--- src/rtl/rs_multi_pkg.sv ---
// rtl/rs_multi_pkg.sv - shared widths and opcode encodings for the reservation station
package rs_multi_pkg;

  localparam int RS_DATA_W = 32;
  localparam int RS_TAG_W  = 4;
  localparam int RS_OP_W   = 6;
  localparam int RS_PC_W   = 32;

  typedef enum logic [RS_OP_W-1:0] {
    OP_NOP = 6'h00,
    OP_ADD = 6'h01,
    OP_SUB = 6'h02,
    OP_AND = 6'h03,
    OP_OR  = 6'h04,
    OP_XOR = 6'h05,
    OP_SLL = 6'h06,
    OP_SRL = 6'h07,
    OP_LD  = 6'h10,
    OP_ST  = 6'h11,
    OP_BEQ = 6'h20
  } rs_op_e;

endpackage

--- src/rtl/rs_multi_if.sv ---
// rtl/rs_multi_if.sv - dispatch, CDB broadcast and issue bundle of the reservation station
interface rs_multi_if
  import rs_multi_pkg::*;
#(
  parameter int N_CDB  = 2,
  parameter int DATA_W = RS_DATA_W,
  parameter int TAG_W  = RS_TAG_W,
  parameter int OP_W   = RS_OP_W,
  parameter int PC_W   = RS_PC_W
) ();

  logic                    disp_valid;
  logic                    disp_ready;
  logic [OP_W-1:0]         disp_op;
  logic [DATA_W-1:0]       disp_imm;
  logic [PC_W-1:0]         disp_pc;
  logic [TAG_W-1:0]        disp_tag;
  logic [DATA_W-1:0]       disp_v1;
  logic [DATA_W-1:0]       disp_v2;
  logic [TAG_W-1:0]        disp_q1;
  logic [TAG_W-1:0]        disp_q2;
  logic                    disp_r1;
  logic                    disp_r2;

  logic [N_CDB-1:0]        cdb_valid;
  logic [N_CDB*TAG_W-1:0]  cdb_tag;
  logic [N_CDB*DATA_W-1:0] cdb_data;

  logic                    iss_valid;
  logic                    iss_ready;
  logic [OP_W-1:0]         iss_op;
  logic [DATA_W-1:0]       iss_v1;
  logic [DATA_W-1:0]       iss_v2;
  logic [DATA_W-1:0]       iss_imm;
  logic [PC_W-1:0]         iss_pc;
  logic [TAG_W-1:0]        iss_tag;

  modport slave (
    input  disp_valid, disp_op, disp_imm, disp_pc, disp_tag,
           disp_v1, disp_v2, disp_q1, disp_q2, disp_r1, disp_r2,
    output disp_ready,
    input  cdb_valid, cdb_tag, cdb_data,
    input  iss_ready,
    output iss_valid, iss_op, iss_v1, iss_v2, iss_imm, iss_pc, iss_tag
  );

  modport master (
    output disp_valid, disp_op, disp_imm, disp_pc, disp_tag,
           disp_v1, disp_v2, disp_q1, disp_q2, disp_r1, disp_r2,
    input  disp_ready,
    output cdb_valid, cdb_tag, cdb_data,
    output iss_ready,
    input  iss_valid, iss_op, iss_v1, iss_v2, iss_imm, iss_pc, iss_tag
  );

endinterface

--- src/rtl/rs_oldest_pick.sv ---
// rtl/rs_oldest_pick.sv - grants the oldest ready entry using an age matrix
module rs_oldest_pick #(
  parameter int N = 8
) (
  input  logic [N-1:0]        ready,
  input  logic [N-1:0][N-1:0] age,
  output logic [N-1:0]        grant,
  output logic                found
);

  // age[j][i] set means j was dispatched before i; any older ready entry vetoes i
  always_comb begin
    grant = ready;
    for (int i = 0; i < N; i++) begin
      for (int j = 0; j < N; j++) begin
        if (ready[j] && age[j][i]) grant[i] = 1'b0;
      end
    end
  end

  assign found = |ready;

endmodule

--- src/rtl/rs_multi.sv ---
// rtl/rs_multi.sv - out-of-order reservation station with CDB wakeup and oldest-first issue
module rs_multi
  import rs_multi_pkg::*;
#(
  parameter int RS_DEPTH = 8,
  parameter int N_CDB    = 2,
  parameter int DATA_W   = RS_DATA_W,
  parameter int TAG_W    = RS_TAG_W,
  parameter int OP_W     = RS_OP_W,
  parameter int PC_W     = RS_PC_W
) (
  input  logic                      clk,
  input  logic                      rst,
  input  logic                      flush,
  rs_multi_if.slave                 bus,
  output logic [$clog2(RS_DEPTH):0] count
);

  localparam int IDX_W = $clog2(RS_DEPTH);
  localparam int CNT_W = IDX_W + 1;

  logic [RS_DEPTH-1:0]               busy, r1, r2;
  logic [OP_W-1:0]                   op   [RS_DEPTH];
  logic [DATA_W-1:0]                 imm  [RS_DEPTH];
  logic [DATA_W-1:0]                 v1   [RS_DEPTH];
  logic [DATA_W-1:0]                 v2   [RS_DEPTH];
  logic [PC_W-1:0]                   pc   [RS_DEPTH];
  logic [TAG_W-1:0]                  tag  [RS_DEPTH];
  logic [TAG_W-1:0]                  q1   [RS_DEPTH];
  logic [TAG_W-1:0]                  q2   [RS_DEPTH];
  logic [RS_DEPTH-1:0][RS_DEPTH-1:0] age;

  logic [RS_DEPTH-1:0] ready, grant, free_mask, wk1, wk2;
  logic [DATA_W-1:0]   wd1 [RS_DEPTH];
  logic [DATA_W-1:0]   wd2 [RS_DEPTH];
  logic                found, iss_load, iss_fire, disp_fire, dh1, dh2;
  logic [DATA_W-1:0]   dd1, dd2;
  logic [IDX_W-1:0]    disp_idx;

  logic                iss_valid_q;
  logic [OP_W-1:0]     sel_op, iss_op_q;
  logic [DATA_W-1:0]   sel_v1, sel_v2, sel_imm, iss_v1_q, iss_v2_q, iss_imm_q;
  logic [PC_W-1:0]     sel_pc, iss_pc_q;
  logic [TAG_W-1:0]    sel_tag, iss_tag_q;

  // Scanning from the top port down lets the lowest matching port win
  function automatic logic [DATA_W:0] cdb_lookup(
    input logic [N_CDB-1:0]        vld,
    input logic [N_CDB*TAG_W-1:0]  tags,
    input logic [N_CDB*DATA_W-1:0] data,
    input logic [TAG_W-1:0]        t
  );
    logic [DATA_W:0] res;
    res = '0;
    for (int p = N_CDB - 1; p >= 0; p--) begin
      if (vld[p] && tags[p*TAG_W +: TAG_W] == t) res = {1'b1, data[p*DATA_W +: DATA_W]};
    end
    return res;
  endfunction

  always_comb begin
    for (int i = 0; i < RS_DEPTH; i++) begin
      {wk1[i], wd1[i]} = cdb_lookup(bus.cdb_valid, bus.cdb_tag, bus.cdb_data, q1[i]);
      {wk2[i], wd2[i]} = cdb_lookup(bus.cdb_valid, bus.cdb_tag, bus.cdb_data, q2[i]);
    end
    {dh1, dd1} = cdb_lookup(bus.cdb_valid, bus.cdb_tag, bus.cdb_data, bus.disp_q1);
    {dh2, dd2} = cdb_lookup(bus.cdb_valid, bus.cdb_tag, bus.cdb_data, bus.disp_q2);
  end

  assign ready = busy & r1 & r2;

  rs_oldest_pick #(.N(RS_DEPTH)) u_pick (
    .ready (ready),
    .age   (age),
    .grant (grant),
    .found (found)
  );

  assign bus.disp_ready = (count < CNT_W'(RS_DEPTH));
  assign disp_fire      = bus.disp_valid && bus.disp_ready;
  assign iss_load       = !iss_valid_q || bus.iss_ready;
  assign iss_fire       = iss_load && found;
  assign free_mask      = iss_fire ? grant : '0;

  always_comb begin
    disp_idx = '0;
    for (int i = RS_DEPTH - 1; i >= 0; i--) begin
      if (!busy[i]) disp_idx = IDX_W'(i);
    end
  end

  always_comb begin
    sel_op  = '0;
    sel_v1  = '0;
    sel_v2  = '0;
    sel_imm = '0;
    sel_pc  = '0;
    sel_tag = '0;
    for (int i = 0; i < RS_DEPTH; i++) begin
      if (grant[i]) begin
        sel_op  = sel_op  | op[i];
        sel_v1  = sel_v1  | v1[i];
        sel_v2  = sel_v2  | v2[i];
        sel_imm = sel_imm | imm[i];
        sel_pc  = sel_pc  | pc[i];
        sel_tag = sel_tag | tag[i];
      end
    end
  end

  always_ff @(posedge clk or negedge rst) begin
    if (!rst) begin
      busy <= '0;
      r1   <= '0;
      r2   <= '0;
      age  <= '0;
      for (int i = 0; i < RS_DEPTH; i++) begin
        op[i]  <= '0;
        imm[i] <= '0;
        v1[i]  <= '0;
        v2[i]  <= '0;
        pc[i]  <= '0;
        tag[i] <= '0;
        q1[i]  <= '0;
        q2[i]  <= '0;
      end
    end else if (flush) begin
      busy <= '0;
      age  <= '0;
    end else begin
      for (int i = 0; i < RS_DEPTH; i++) begin
        if (busy[i] && !r1[i] && wk1[i]) begin
          r1[i] <= 1'b1;
          v1[i] <= wd1[i];
        end
        if (busy[i] && !r2[i] && wk2[i]) begin
          r2[i] <= 1'b1;
          v2[i] <= wd2[i];
        end
        if (free_mask[i]) busy[i] <= 1'b0;
        for (int j = 0; j < RS_DEPTH; j++) begin
          if (free_mask[i] || free_mask[j]) age[i][j] <= 1'b0;
        end
      end
      if (disp_fire) begin
        busy[disp_idx] <= 1'b1;
        op[disp_idx]   <= bus.disp_op;
        imm[disp_idx]  <= bus.disp_imm;
        pc[disp_idx]   <= bus.disp_pc;
        tag[disp_idx]  <= bus.disp_tag;
        q1[disp_idx]   <= bus.disp_q1;
        q2[disp_idx]   <= bus.disp_q2;
        r1[disp_idx]   <= bus.disp_r1 || dh1;
        r2[disp_idx]   <= bus.disp_r2 || dh2;
        v1[disp_idx]   <= bus.disp_r1 ? bus.disp_v1 : dd1;
        v2[disp_idx]   <= bus.disp_r2 ? bus.disp_v2 : dd2;
        // Every entry still resident after this edge is older than the new one
        for (int j = 0; j < RS_DEPTH; j++) begin
          age[disp_idx][j] <= 1'b0;
          age[j][disp_idx] <= busy[j] && !free_mask[j];
        end
      end
    end
  end

  always_ff @(posedge clk or negedge rst) begin
    if (!rst) begin
      iss_valid_q <= 1'b0;
      iss_op_q    <= '0;
      iss_v1_q    <= '0;
      iss_v2_q    <= '0;
      iss_imm_q   <= '0;
      iss_pc_q    <= '0;
      iss_tag_q   <= '0;
    end else if (flush) begin
      iss_valid_q <= 1'b0;
    end else if (iss_load) begin
      iss_valid_q <= found;
      if (found) begin
        iss_op_q  <= sel_op;
        iss_v1_q  <= sel_v1;
        iss_v2_q  <= sel_v2;
        iss_imm_q <= sel_imm;
        iss_pc_q  <= sel_pc;
        iss_tag_q <= sel_tag;
      end
    end
  end

  always_ff @(posedge clk or negedge rst) begin
    if (!rst) begin
      count <= '0;
    end else if (flush) begin
      count <= '0;
    end else begin
      count <= count + CNT_W'(disp_fire) - CNT_W'(iss_fire);
    end
  end

  assign bus.iss_valid = iss_valid_q;
  assign bus.iss_op    = iss_op_q;
  assign bus.iss_v1    = iss_v1_q;
  assign bus.iss_v2    = iss_v2_q;
  assign bus.iss_imm   = iss_imm_q;
  assign bus.iss_pc    = iss_pc_q;
  assign bus.iss_tag   = iss_tag_q;

endmodule

--- src/flat_wrapper.sv ---
// flat-port wrapper written by rule: the top's interface ports become plain ports
module rs_multi_flat import rs_multi_pkg::*;
#(
  parameter int RS_DEPTH = 8,
  parameter int N_CDB    = 2,
  parameter int DATA_W   = RS_DATA_W,
  parameter int TAG_W    = RS_TAG_W,
  parameter int OP_W     = RS_OP_W,
  parameter int PC_W     = RS_PC_W
)
  (clk, rst, flush, count, bus_disp_valid, bus_disp_op, bus_disp_imm, bus_disp_pc, bus_disp_tag, bus_disp_v1, bus_disp_v2, bus_disp_q1, bus_disp_q2, bus_disp_r1, bus_disp_r2, bus_disp_ready, bus_cdb_valid, bus_cdb_tag, bus_cdb_data, bus_iss_ready, bus_iss_valid, bus_iss_op, bus_iss_v1, bus_iss_v2, bus_iss_imm, bus_iss_pc, bus_iss_tag);
  rs_multi_if #(.N_CDB(N_CDB), .DATA_W(DATA_W), .TAG_W(TAG_W), .OP_W(OP_W), .PC_W(PC_W)) bus_i ();
  input  logic clk;
  input  logic rst;
  input  logic flush;
  output logic [$clog2(RS_DEPTH):0] count;
  input wire logic [$bits(bus_i.disp_valid)-1:0] bus_disp_valid;
  input wire logic [$bits(bus_i.disp_op)-1:0] bus_disp_op;
  input wire logic [$bits(bus_i.disp_imm)-1:0] bus_disp_imm;
  input wire logic [$bits(bus_i.disp_pc)-1:0] bus_disp_pc;
  input wire logic [$bits(bus_i.disp_tag)-1:0] bus_disp_tag;
  input wire logic [$bits(bus_i.disp_v1)-1:0] bus_disp_v1;
  input wire logic [$bits(bus_i.disp_v2)-1:0] bus_disp_v2;
  input wire logic [$bits(bus_i.disp_q1)-1:0] bus_disp_q1;
  input wire logic [$bits(bus_i.disp_q2)-1:0] bus_disp_q2;
  input wire logic [$bits(bus_i.disp_r1)-1:0] bus_disp_r1;
  input wire logic [$bits(bus_i.disp_r2)-1:0] bus_disp_r2;
  output wire logic [$bits(bus_i.disp_ready)-1:0] bus_disp_ready;
  input wire logic [$bits(bus_i.cdb_valid)-1:0] bus_cdb_valid;
  input wire logic [$bits(bus_i.cdb_tag)-1:0] bus_cdb_tag;
  input wire logic [$bits(bus_i.cdb_data)-1:0] bus_cdb_data;
  input wire logic [$bits(bus_i.iss_ready)-1:0] bus_iss_ready;
  output wire logic [$bits(bus_i.iss_valid)-1:0] bus_iss_valid;
  output wire logic [$bits(bus_i.iss_op)-1:0] bus_iss_op;
  output wire logic [$bits(bus_i.iss_v1)-1:0] bus_iss_v1;
  output wire logic [$bits(bus_i.iss_v2)-1:0] bus_iss_v2;
  output wire logic [$bits(bus_i.iss_imm)-1:0] bus_iss_imm;
  output wire logic [$bits(bus_i.iss_pc)-1:0] bus_iss_pc;
  output wire logic [$bits(bus_i.iss_tag)-1:0] bus_iss_tag;
  assign bus_i.disp_valid = bus_disp_valid;
  assign bus_i.disp_op = bus_disp_op;
  assign bus_i.disp_imm = bus_disp_imm;
  assign bus_i.disp_pc = bus_disp_pc;
  assign bus_i.disp_tag = bus_disp_tag;
  assign bus_i.disp_v1 = bus_disp_v1;
  assign bus_i.disp_v2 = bus_disp_v2;
  assign bus_i.disp_q1 = bus_disp_q1;
  assign bus_i.disp_q2 = bus_disp_q2;
  assign bus_i.disp_r1 = bus_disp_r1;
  assign bus_i.disp_r2 = bus_disp_r2;
  assign bus_disp_ready = bus_i.disp_ready;
  assign bus_i.cdb_valid = bus_cdb_valid;
  assign bus_i.cdb_tag = bus_cdb_tag;
  assign bus_i.cdb_data = bus_cdb_data;
  assign bus_i.iss_ready = bus_iss_ready;
  assign bus_iss_valid = bus_i.iss_valid;
  assign bus_iss_op = bus_i.iss_op;
  assign bus_iss_v1 = bus_i.iss_v1;
  assign bus_iss_v2 = bus_i.iss_v2;
  assign bus_iss_imm = bus_i.iss_imm;
  assign bus_iss_pc = bus_i.iss_pc;
  assign bus_iss_tag = bus_i.iss_tag;
  rs_multi #(.RS_DEPTH(RS_DEPTH), .N_CDB(N_CDB), .DATA_W(DATA_W), .TAG_W(TAG_W), .OP_W(OP_W), .PC_W(PC_W)) u_core (.clk(clk), .rst(rst), .flush(flush), .bus(bus_i), .count(count));
endmodule
--- config.mk ---
export PLATFORM = sky130hd
export DESIGN_NAME = rs_multi_flat
export DESIGN_NICKNAME = d
export VERILOG_FILES = /design/src/rtl/rs_multi_pkg.sv /design/src/rtl/rs_multi_if.sv /design/src/rtl/rs_oldest_pick.sv /design/src/rtl/rs_multi.sv /design/src/flat_wrapper.sv
export SDC_FILE = /design/constraint.sdc
export NUM_CORES = 2
export LEC_CHECK = 0
export ABC_CLOCK_PERIOD_IN_PS = 4600
export BUFFER_PORTS_ARGS = -buffer_cell sky130_fd_sc_hd__buf_2
export CORE_UTILIZATION = 45
export CTS_CLUSTER_SIZE = 14
export DETAILED_ROUTE_END_ITERATION = 10
export PLACE_DENSITY = 0.6
export SLEW_MARGIN = 20
export SYNTH_ARGS = -nofsm -noshare
export SYNTH_HDL_FRONTEND = slang
export SYNTH_SLANG_ARGS = --single-unit
export TNS_END_PERCENT = 10
--- constraint.sdc ---
create_clock -name clk -period 4.6 [get_ports clk]
set_clock_uncertainty 0.2 [all_clocks]
set_input_delay 0.46 -clock clk [delete_from_list [all_inputs] [get_ports clk]]
set_output_delay 0.46 -clock clk [all_outputs]
set_load 0.005 [all_outputs]
==> impl_metrics.toml <==
[synthesis]
avgSynthCellArea_um2 = 9.09
ys_seq_area_share_pct = 49.4
netlist-cell-type-count = 72
largest_family_of_logic_cells_by_synthesized_area = "compound AO/OA/AOI/OAI gates"
proportion_of_synthesized_flip_flops_having_asynchronous_set_or_reset_pct = 100
synth.area.mux_share_pct = 1.86
synth_fp_nets = 8040
flip_flop_and_latch_count_after_synthesis = 1399
post_synth_and_or_nand_nor_area_fraction_pct = 18.9
synth_xor_xnor_area_share_pct = 1.85
synthesis.area_um2 = 70900
ys_dominant_reg_cell = "dfrtp_1"
ys_warn_count = 0
synth_cells = 7808
number_of_synthesized_flops_with_an_enable_pin = 0
synth-compound-area-share_pct = 22.4
synthAdderAreaFrac_pct = 0.0988

[final_layout]
final_net_count = 8060
area_growth_pct = 14.9
drive_above_1_share_pct = 12.6
mostFrequentLayoutCells = "nand2_1, dfrtp_1, a22o_1"
layout_commonest_cell = "nand2_1"

[routing]
route.final.wire_length_um = 319000
top_layer_used = "met5"
detailroute.via_count = 68200
firstDrtPassIters = 10
post_route_m1_wl_um = 120000
met3RoutedLength_um = 40500
drc_errors = 0
number_of_drc_markers_in_iteration_0 = 10300
route.met2.wl_um = 138000
post_drt_wl_per_cell_um = 31.8
routed_via_density = 6.80
postRouteAntennaNets = 0

[grt]
gr-total-overflow = 0
grt_max_degree = 120
antenna_violations_before_repair = 24
number_of_global_route_vias_before_repair = 66900
track_usage_pct = 39.4
grt_first_pass_wirelength_um = 464000

[pwr]
power.leakage_uw = 0.0382
post-layout-total-power_uw = 36200
power_density_nw_per_um2 = 445
irDropWorstVdd_mv = 0.346

[die]
core-area_um2 = 156000
io-pin-count = 371
row_count = 145
die_w_um = 399
die_y_um = 399
fp.dieArea_um2 = 159000
start_util_pct = 45.4

[critical_path]
timing.critical_path.to_type = "register"
buf_inv_stages_crit_path = 1
critPathKind = "register to register"
arrival_ns = 4.43
cp_slowest_cell = "dfrtp_1"
ff2ff_setup_slack_ns = 0.66
worstPathCellList = "nand2_1, a21oi_1, and2_1, nand2_1, a21o_1, buf_4, a221o_1"
reg2reg_depth = 7
delay_of_the_slowest_critical_path_stage_ns = 0.95
critical_path.top_delay_family = "compound AO/OA/AOI/OAI gates"
required_arrival_time_at_the_worst_endpoint_ns = 5.09
startpoint_type = "register"
cp_max_fo = 32
cpMostUsedCell = "nand2_1"
reg2reg_to = "u_core.v1[59]"
startpoint_of_the_worst_slack_reg_to_reg_timing_path = "u_core.busy[4]"

[timing]
slew_headroom_pct = 16.1
slew_viol_final = 0
hold-worst-slack_ns = 0.0378
slew_at_the_pin_with_the_worst_max_slew_slack_ns = 1.25
grt_setup_unrepaired = "no"
finalSetupTns_ns = 0
hold_viol = 0
post-route-period-util_pct = 85.6
final-setup-viol-count = 0
period_needed_ns = 3.94
clock.fmax_mhz = 254

[place]
io_buffer_count = 370
globalplace.congestion = 0.959
post-dp-hpwl_um = 175000

[clocking]
cts_resized = 0
cts_made_buffers = 158
clockRootBuffer = "clkbuf_16"
clock_insertion_delay_worst_skew_ns = 0.83
clk_path_buf_depth = 3
cts.htree.levels = 4
clk_pin_slew_ns = 0.06
clock_sinks = 1399
cts_tree = "done"

[job]
max_cap_violations = 0

[worst_hold_path]
hold_path_startpoint = "bus_disp_v1[4]"
worstHoldPathCells = 5
worstHoldEndpoint = "u_core.v1[68]"
hold_path_class = "input port to register"

[status]
outcome = "completed"
-- worst reg2reg max path: stages (launching register included) --
cell	delay, ns
dfrtp_1	0.95
nand2_1	0.43
a21oi_1	0.59
and2_1	0.26
nand2_1	0.30
a21o_1	0.30
buf_4	0.35
a221o_1	0.45
-- cell usage after synthesis (7+ instances only) --
master	n	area [um^2]
inv_1	73	274
o21ai_1	7	35.0
nor4_2	9	113
o22ai_1	18	113
clkbuf_1	668	2510
xor2_1	104	911
mux2i_1	132	1320
a21o_1	16	120
a221oi_1	288	2520
and3_1	95	594
nor3_1	64	320
nand3_1	219	1100
a31oi_1	162	1010
buf_4	39	293
nor2b_1	32	200
buf_6	11	124
o21a_1	7	52.6
a32oi_1	30	263
o21ai_0	60	300
buf_1	58	218
and2_1	40	250
a21oi_1	236	1180
o31ai_1	24	180
nor4_1	17	106
a2bb2oi_1	8	70.1
o41ai_1	12	105
a22o_1	504	4410
a211o_1	52	455
nand4_1	51	319
xnor2_1	40	350
nor2_1	469	1760
a221o_1	413	4130
a222oi_1	20	200
nand2_1	2200	8260
o2bb2ai_1	7	61.3
nand2b_1	14	87.6
dfrtp_1	1399	35000
a32o_1	9	90.1
a221oi_2	13	195
buf_2	112	561
-- worst max path at each step --
| stage | from | to | slack, ns | depth (start not counted) |
|---|---|---|---|---|
| 4_1_cts | u_core.busy[4] | u_core.v1[58] | 0.81 | 7 |
| 5_1_grt | u_core.busy[4] | u_core.v1[55] | 0.56 | 7 |
| 3_5_place_dp | u_core.busy[4] | u_core.v1[54] | 0.81 | 7 |
| 3_3_place_gp | u_core.busy[4] | u_core.age[52] | 0.99 | 8 |
| 6_report | u_core.busy[4] | u_core.v1[59] | 0.66 | 7 |
| 2_1_floorplan | u_core.r2[5] | u_core.count[2] | 1.32 | 12 |
-- through the flow --
| stage | util, % | setup slack (ns) | area [um^2] | instances |
|---|---|---|---|---|
| CTS | 52.1 | 0.806 | 81500 | 10000 |
| detailed placement | 47.9 | 0.812 | 74900 | 9618 |
| floorplan | - | 1.32 | 70900 | 7808 |
| finish | 52.1 | 0.660 | 81500 | 10000 |
| global placement | 47.9 | 0.988 | 74900 | 9617 |
| global route | 52.1 | 0.556 | 81500 | 10000 |
-- cells by family after synthesis --
family | after synthesis
and+or+nand+nor | 3244
AOI/OAI and AO/OA | 1920
DFF | 1399
buffers and inverters | 961
xor gates and xnor gates | 147
muxes | 132
adders and majority gates | 5
-- routing by layer --
metal	global-route usage, %	vias up
met5	0	-
met4	22.1	26
met3	11.9	1303
met2	58.6	5186
met1	51.1	33800
li1	-	27900
-- what timing repair did --
item | CTS | global route
hold endpoints to repair | 851 | 0
hold buffers | 108 | 0
setup buffers | 0 | 0
-- registers in the layout (all words and copies together), names as in the netlist, 32 cells and up --
name / flops
u_core.q1: 32
u_core.bus.iss_pc: 32
u_core.age: 64
u_core.bus.iss_v2: 32
u_core.pc: 256
u_core.q2: 32
u_core.v1: 256
u_core.imm: 256
u_core.bus.iss_imm: 32
u_core.op: 48
u_core.v2: 256
u_core.bus.iss_v1: 32
u_core.tag: 32
-- report_power, final --
part,switching (uW),leakage (uW),internal [uW]
clock,5650,0.00266,7680
combinational,4030,0.0169,2640
sequential,1700,0.0187,14500
-- layout make-up --
type	count	area (um^2)
diodes	10	25.0
repair buffers	748	5660
inverters	73	274
clock inverters	47	782
fillers	14200	74900
clock buffers	235	4680
multi-input cells	5448	32500
flip-flops and latches	1399	35000
well taps	2058	2570
(Power assumes the default switching activity.)
